$ cat src/rtl/qspi_pkg.sv
// Shared types for the QSPI master: FSM state encoding and the mode captured at start.
package qspi_pkg;

    localparam int MODE_DIV_W = 32;

    typedef enum logic [1:0] {
        IDLE,
        LOAD,
        SHIFT,
        TRAIL
    } state_e;

    typedef struct packed {
        logic                  cpol;
        logic                  cpha;
        logic                  lsb_first;
        logic [MODE_DIV_W-1:0] clk_div;
    } mode_t;

endpackage

$ cat src/rtl/qspi_clk_gen.sv
// SCLK edge strobe generator: one strobe every clk_div+1 cycles while run is high,
// alternating leading/trailing, restarting at a leading edge whenever run drops.
module qspi_clk_gen
    import qspi_pkg::*;
(
    input  logic                  clk,
    input  logic                  reset_n,
    input  logic                  run,
    input  logic [MODE_DIV_W-1:0] clk_div,
    output logic                  lead_stb,
    output logic                  trail_stb
);

    logic [MODE_DIV_W-1:0] cnt;
    logic                  phase;
    logic                  wrap;

    assign wrap      = run && (cnt == clk_div);
    assign lead_stb  = wrap && !phase;
    assign trail_stb = wrap && phase;

    always_ff @(posedge clk) begin
        if (!reset_n || !run) begin
            cnt   <= '0;
            phase <= 1'b0;
        end else if (wrap) begin
            cnt   <= '0;
            phase <= ~phase;
        end else begin
            cnt <= cnt + 1'b1;
        end
    end

endmodule

$ cat src/rtl/qspi_master.sv
// SPI master with burst support and underrun stall.
// Optional feature macro: QSPI_MASTER_LSB_FIRST_EN enables LSB-first bit order.
module qspi_master
    import qspi_pkg::*;
#(
    parameter int NUM_SLAVES = 2,
    parameter int DATA_W     = 8,
    parameter int DIV_W      = 8,
    localparam int SEL_W     = (NUM_SLAVES > 1) ? $clog2(NUM_SLAVES) : 1
) (
    input  logic                  clk,
    input  logic                  reset_n,
    input  logic                  start,
    input  logic                  cpol,
    input  logic                  cpha,
    input  logic                  lsb_first,
    input  logic [DIV_W-1:0]      clk_div,
    input  logic [SEL_W-1:0]      slave_sel,
    input  logic [15:0]           burst_len,
    input  logic [DATA_W-1:0]     tx_data,
    input  logic                  tx_valid,
    output logic                  tx_ready,
    output logic [DATA_W-1:0]     rx_data,
    output logic                  rx_valid,
    output logic                  busy,
    output logic                  done,
    output logic                  sclk,
    output logic                  mosi,
    input  logic                  miso,
    output logic [NUM_SLAVES-1:0] ss_n
);

    localparam int EDGE_W = $clog2(2 * DATA_W);

    state_e              state, next_state;
    mode_t               mode_q;
    logic [15:0]         burst_q;
    logic [15:0]         word_cnt;
    logic [EDGE_W-1:0]   edge_cnt;
    logic [DATA_W-1:0]   tx_sh;
    logic [DATA_W-1:0]   rx_sh;
    logic [DATA_W-1:0]   rx_next;
    logic                lsb_eff;
    logic                run;
    logic                lead_stb, trail_stb, edge_stb;
    logic                last_edge, word_end, more_words;
    logic                sample_stb, pop_stb;

`ifdef QSPI_MASTER_LSB_FIRST_EN
    assign lsb_eff = mode_q.lsb_first;
`else
    logic lsb_unused;
    assign lsb_eff    = 1'b0;
    assign lsb_unused = mode_q.lsb_first;
`endif

    function automatic logic first_bit(input logic [DATA_W-1:0] d, input logic lsb);
        return lsb ? d[0] : d[DATA_W-1];
    endfunction

    function automatic logic [DATA_W-1:0] shift_out(input logic [DATA_W-1:0] d, input logic lsb);
        return lsb ? (d >> 1) : (d << 1);
    endfunction

    function automatic logic [DATA_W-1:0] shift_in(input logic [DATA_W-1:0] d, input logic b,
                                                   input logic lsb);
        return lsb ? {b, d[DATA_W-1:1]} : {d[DATA_W-2:0], b};
    endfunction

    function automatic logic [NUM_SLAVES-1:0] ss_decode(input logic [SEL_W-1:0] sel);
        ss_decode = '1;
        for (int i = 0; i < NUM_SLAVES; i++)
            if (int'(sel) == i) ss_decode[i] = 1'b0;
    endfunction

    assign run        = (state == SHIFT) || (state == TRAIL);
    assign edge_stb   = lead_stb || trail_stb;
    assign last_edge  = (edge_cnt == EDGE_W'(2 * DATA_W - 1));
    assign word_end   = (state == SHIFT) && trail_stb && last_edge;
    assign more_words = ({1'b0, word_cnt} + 17'd1) < {1'b0, burst_q};
    assign rx_next    = shift_in(rx_sh, miso, lsb_eff);
    // cpha=0 presents bit 0 at load and shifts on trailing edges; cpha=1 shifts on leading edges.
    assign sample_stb = mode_q.cpha ? trail_stb : lead_stb;
    assign pop_stb    = mode_q.cpha ? lead_stb : (trail_stb && !last_edge);
    assign busy       = (state != IDLE);

    qspi_clk_gen u_clk_gen (
        .clk       (clk),
        .reset_n   (reset_n),
        .run       (run),
        .clk_div   (mode_q.clk_div),
        .lead_stb  (lead_stb),
        .trail_stb (trail_stb)
    );

    always_ff @(posedge clk) begin
        if (!reset_n) state <= IDLE;
        else          state <= next_state;
    end

    // tx handshake: a word transfers in the cycle where tx_valid and tx_ready are both high;
    // tx_ready is only raised in LOAD, so tx_valid elsewhere has no effect.
    always_comb begin
        next_state = state;
        tx_ready   = 1'b0;
        case (state)
            IDLE:  if (start) next_state = LOAD;
            LOAD: begin
                if (tx_valid) begin
                    tx_ready   = 1'b1;
                    next_state = SHIFT;
                end
            end
            SHIFT: if (word_end) next_state = more_words ? LOAD : TRAIL;
            TRAIL: if (edge_stb) next_state = IDLE;
            default: next_state = IDLE;
        endcase
    end

    always_ff @(posedge clk) begin
        if (!reset_n) begin
            mode_q   <= '0;
            burst_q  <= '0;
            word_cnt <= '0;
            edge_cnt <= '0;
            tx_sh    <= '0;
            rx_sh    <= '0;
            rx_data  <= '0;
            rx_valid <= 1'b0;
            done     <= 1'b0;
            sclk     <= 1'b0;
            mosi     <= 1'b0;
            ss_n     <= '1;
        end else begin
            rx_valid <= 1'b0;
            done     <= 1'b0;
            case (state)
                IDLE: begin
                    mosi <= 1'b0;
                    sclk <= mode_q.cpol;
                    if (start) begin
                        mode_q   <= '{cpol: cpol, cpha: cpha, lsb_first: lsb_first,
                                      clk_div: MODE_DIV_W'(clk_div)};
                        sclk     <= cpol;
                        burst_q  <= (burst_len == 16'd0) ? 16'd1 : burst_len;
                        word_cnt <= '0;
                        edge_cnt <= '0;
                        ss_n     <= ss_decode(slave_sel);
                    end
                end
                LOAD: begin
                    if (tx_valid) begin
                        if (!mode_q.cpha) begin
                            mosi  <= first_bit(tx_data, lsb_eff);
                            tx_sh <= shift_out(tx_data, lsb_eff);
                        end else begin
                            tx_sh <= tx_data;
                        end
                    end
                end
                SHIFT: begin
                    if (edge_stb) begin
                        sclk     <= ~sclk;
                        edge_cnt <= last_edge ? '0 : edge_cnt + 1'b1;
                    end
                    if (sample_stb) rx_sh <= rx_next;
                    if (pop_stb) begin
                        mosi  <= first_bit(tx_sh, lsb_eff);
                        tx_sh <= shift_out(tx_sh, lsb_eff);
                    end
                    if (word_end) begin
                        rx_valid <= 1'b1;
                        rx_data  <= mode_q.cpha ? rx_next : rx_sh;
                        word_cnt <= word_cnt + 1'b1;
                    end
                end
                TRAIL: begin
                    if (edge_stb) begin
                        ss_n <= '1;
                        done <= 1'b1;
                    end
                end
                default: ;
            endcase
        end
    end

endmodule

$ cat config.mk
export PLATFORM = sky130hd
export DESIGN_NAME = qspi_master
export DESIGN_NICKNAME = d
export VERILOG_FILES = /design/src/rtl/qspi_pkg.sv /design/src/rtl/qspi_clk_gen.sv /design/src/rtl/qspi_master.sv
export SDC_FILE = /design/constraint.sdc
export NUM_CORES = 1
export LEC_CHECK = 0
export CAP_MARGIN = 20
export CORE_MARGIN = 5
export CORE_UTILIZATION = 61
export CTS_CLUSTER_SIZE = 12
export DETAILED_ROUTE_END_ITERATION = 6
export PLACE_DENSITY = 0.95
export SYNTH_ARGS = -nofsm -noshare
export SYNTH_HDL_FRONTEND = slang
export SYNTH_SLANG_ARGS = --single-unit
$ cat constraint.sdc
create_clock -name clk -period 7.4 [get_ports clk]
set_input_delay 1.85 -clock clk [delete_from_list [all_inputs] [get_ports clk]]
set_output_delay 1.85 -clock clk [all_outputs]
set_load 0.1 [all_outputs]
==> results.env <==
WORST-SETUP-PATH-TYPE='input port to output port'
CORE_AREA_UM2=9110
IO_BUFFERS=55
CRITICAL_PATH_AT_PS=3660
GRT_PASS1_VIAS=4945
CLOCK_TREE.HTREE_LEVEL_COUNT=3
DIE_AREA_UM2=11200
CLOCK_LATENCY_PS=380
TOTAL_OF_FLIP_FLOPS_PLUS_LATCHES_AFTER_SYNTHESIS=111
DESIGN.PORTCOUNT=57
VIA_COUNT=5034
NUM_ROWS=35
DRV.MAX_CAP_VIOLATION_COUNT=0
POSTCTSRESIZEDCELLS=0
PATH_MAX_FANOUT=3
DIE_WIDTH_UM=106
SYNTH-EDFF-COUNT=0
MIN_PATH_CELLS=2
GRT_PASS1_WL_UM=22600
CELLPOWERDENSITY_nW_PER_UM2=245
MOST_AREA_HUNGRY_CELL_TYPE_IN_THE_YOSYS_NETLIST='sky130_fd_sc_hd__dfxtp_1'
FINALWORSTPATHREQUIREDPERIOD_PS=5510
CELL_WITH_THE_MOST_INSTANCES_AFTER_SYNTHESIS='sky130_fd_sc_hd__dfxtp_1'
MAX_SLEW_MARGIN=0.304
FMAXACHIEVABLE_MHz=182
SYN_TO_FINAL_GROWTH_PCT=14.2
WORST_EP_REQUIRED_TIME_PS=5550
GR-TOTAL-OVERFLOW=0
FIRSTDRTPASSITERS=6
FINALWIRELENGTH_UM=13300
SYNTH_TOP_CELL_AREA_SHARE=0.397
POSTSYNTHCELLCOUNT=677
SYNTH.AVG_CELL_AREA_UM2=8.26
DP_WORST_SETUP_SLACK_PS=1890
CTS_HOLD_BUFFERS=0
SYNTH_SEQUENTIAL_AREA_RATIO=0.397
PLACE.DETAILED.HPWL_UM=9210
CTS_SINKS=111
GRT_START_MAX_NET_PINS=37
SKEW_PS=14.5
SYNTHTOPCELLSBYAREA='sky130_fd_sc_hd__dfxtp_1 40%, sky130_fd_sc_hd__nand2_1 7.4%, sky130_fd_sc_hd__mux2i_1 5.9%'
WORST_PIN_SLEW_PS=1040
START_UTIL=0.614
ROUTED_WIRE_LENGTH_PER_INSTANCE_UM=16.1
ANTENNA_VIOLATING_NETS_POST_ROUTE=0
CLOCK_TREE.BUFFER_DEPTH=2
DOMINANTREGCELLSYNTH='sky130_fd_sc_hd__dfxtp_1'
DRC_MARKER_COUNT_FROM_THE_FIRST_DETAILED_ROUTE_ITERATION=335
SYNTHTOPCELLSBYCOUNT='111 x sky130_fd_sc_hd__dfxtp_1, 110 x sky130_fd_sc_hd__nand2_1, 64 x sky130_fd_sc_hd__nor2_1'
CHIPHEIGHT_UM=106
NUM_ANTENNA_CELLS=0
SETUP-TNS-FINAL_PS=0
LAYOUT.NETS=778
DRC_ERRORS=0
TIMING_MAX_TRANSITION_VIOLATIONS_FINAL=0
WORST-R2R-CELL-COUNT=12
FINAL-SETUP-VIOL-COUNT=0
IR_WORST_VDD_mV=0.134
PATH_TYPE_OF_THE_WORST_MIN_DELAY_PATH='register to register'
CLOCK_TREE_FROM_TRITONCTS='built'
POST-ROUTE-PERIOD-UTIL=0.744
DRIVE_GT1_FRAC=0.0487
GP_CONGESTION=0.831
OUTCOME='finished, final reports clean'
STATIC-LEAKAGE-POWER_nW=2.39
CTSROOTBUFFERMASTER='sky130_fd_sc_hd__clkbuf_8'
ANTENNA_FOUND_INITIAL=0
SYNTH.DISTINCT_CELLS=52
CTS.REPAIR_TIMING.SETUP_BUFFER_COUNT=0
END_KIND='output port'
MAPPEDNETLISTNETS=741
YOSYSWARNINGCOUNT=0
GR-USAGE-ALL-LAYERS=0.244
CTS_INSERTED_BUFFERS=9
CLK_PIN_SLEW_PS=110
CELL_AREA_SYNTH_UM2=5600
VIASPERCELL=6.07
POSTLAYOUTSETUPSLACKWORST_PS=1890
CRITICAL_PATH.STARTPOINT_TYPE='input port'
SYNTH_ASYNC_SR_FLOP_SHARE=0
TIMING_HOLD_VIOLATIONS_FINAL=0
UNREPAIRED_SETUP_ENDPOINTS_AFTER_GLOBAL_ROUTING='false'
CORE_UTIL_FINAL=0.701
-- critical path, stage by stage --
cell                              delay [ps]
sky130_fd_sc_hd__clkdlybuf4s50_1         510
sky130_fd_sc_hd__and2_1                  150
sky130_fd_sc_hd__clkdlybuf4s50_1        1140
-- path summary, 6_finish.rpt --
kind | from | endpoint | slack [ps]
worst max-delay path | tx_valid | tx_ready | 1890
worst max register to register | word_cnt[2]$_SDFFE_PN0P_ | state[1]$_SDFFE_PN0P_ | 3980
worst min-delay path | burst_q[11]$_SDFFE_PN0P_ | burst_q[11]$_SDFFE_PN0P_ | 460
worst min register to register | burst_q[11]$_SDFFE_PN0P_ | burst_q[11]$_SDFFE_PN0P_ | 460
-- placed cells by master (no fill, tap or decap), drive strengths merged, types with 4 or more instances in the layout --
cell type      synthesis  layout
xnor2                 34      34
and4                   6       6
nand4                 17      17
nor4                  10      10
mux2                   8       8
nand2                111     111
ha                    23      23
clkdlybuf4s50          0      55
clkbuf                23      10
nor2                  64      64
a21oi                 60      60
o22ai                  7       7
mux2i                 33      33
nand3                 32      32
or3                   10      10
nor3                  13      13
inv                   28      31
and3                   4       4
xor2                  18      18
dfxtp                111     111
o21ai                 12      12
o211ai                10      10
buf                   11       5
-- cell families after synthesis --
family                     Yosys count  share of synthesized area
and+or+nand+nor                    277                      0.229
xor gates and xnor gates            52                     0.0814
buffers and inverters               63                     0.0454
AOI/OAI and AO/OA                  110                      0.120
muxes                               41                     0.0751
adders and majority gates           23                     0.0514
DFF                                111                      0.397
-- state kept, by name (all words and copies together), names as in the netlist --
register,flops
burst_q,16
done,1
edge_cnt,4
mode_q,10
mosi,1
rx_data,8
rx_sh,8
rx_valid,1
sclk,1
ss_n,2
state,2
tx_sh,8
u_clk_gen.cnt,32
u_clk_gen.phase,1
word_cnt,16
-- area by class of cell --
type                       count  area, µm²
clock buffer                  10        138
clock inverter                 6       52.6
fill                         682       2720
inverter                      29        109
multi-input combinational    503       3120
sequential                   111       2220
tap                          111        139
timing repair buffer          60        608
-- routing by layer --
metal / track usage / vias to the layer above / wire length, µm
met2: 0.410 / 233 / 6630
met1: 0.309 / 2337 / 5410
met5: 0 / - / 0
met3: 0.0465 / 42 / 930
li1: - / 2422 / -
met4: 0.0990 / 0 / 361
-- metrics by stage --
step / power, mW / hold WS (ps) / cell area, µm² / std cells
floorplan: 1.08 / 436 / 5600 / 677
global placement: 1.17 / 443 / 6160 / 812
detailed placement: 1.20 / 448 / 6160 / 812
CTS: 1.55 / 463 / 6350 / 828
global route: 1.64 / 478 / 6390 / 830
finish: 1.56 / 464 / 6390 / 830
-- where the power goes --
group	internal [mW]	switching, mW	total [mW]
sequential	0.648	0.0445	0.693
clock	0.137	0.222	0.360
combinational	0.174	0.336	0.510
total	0.959	0.603	1.56
(Power assumes the default switching activity.)
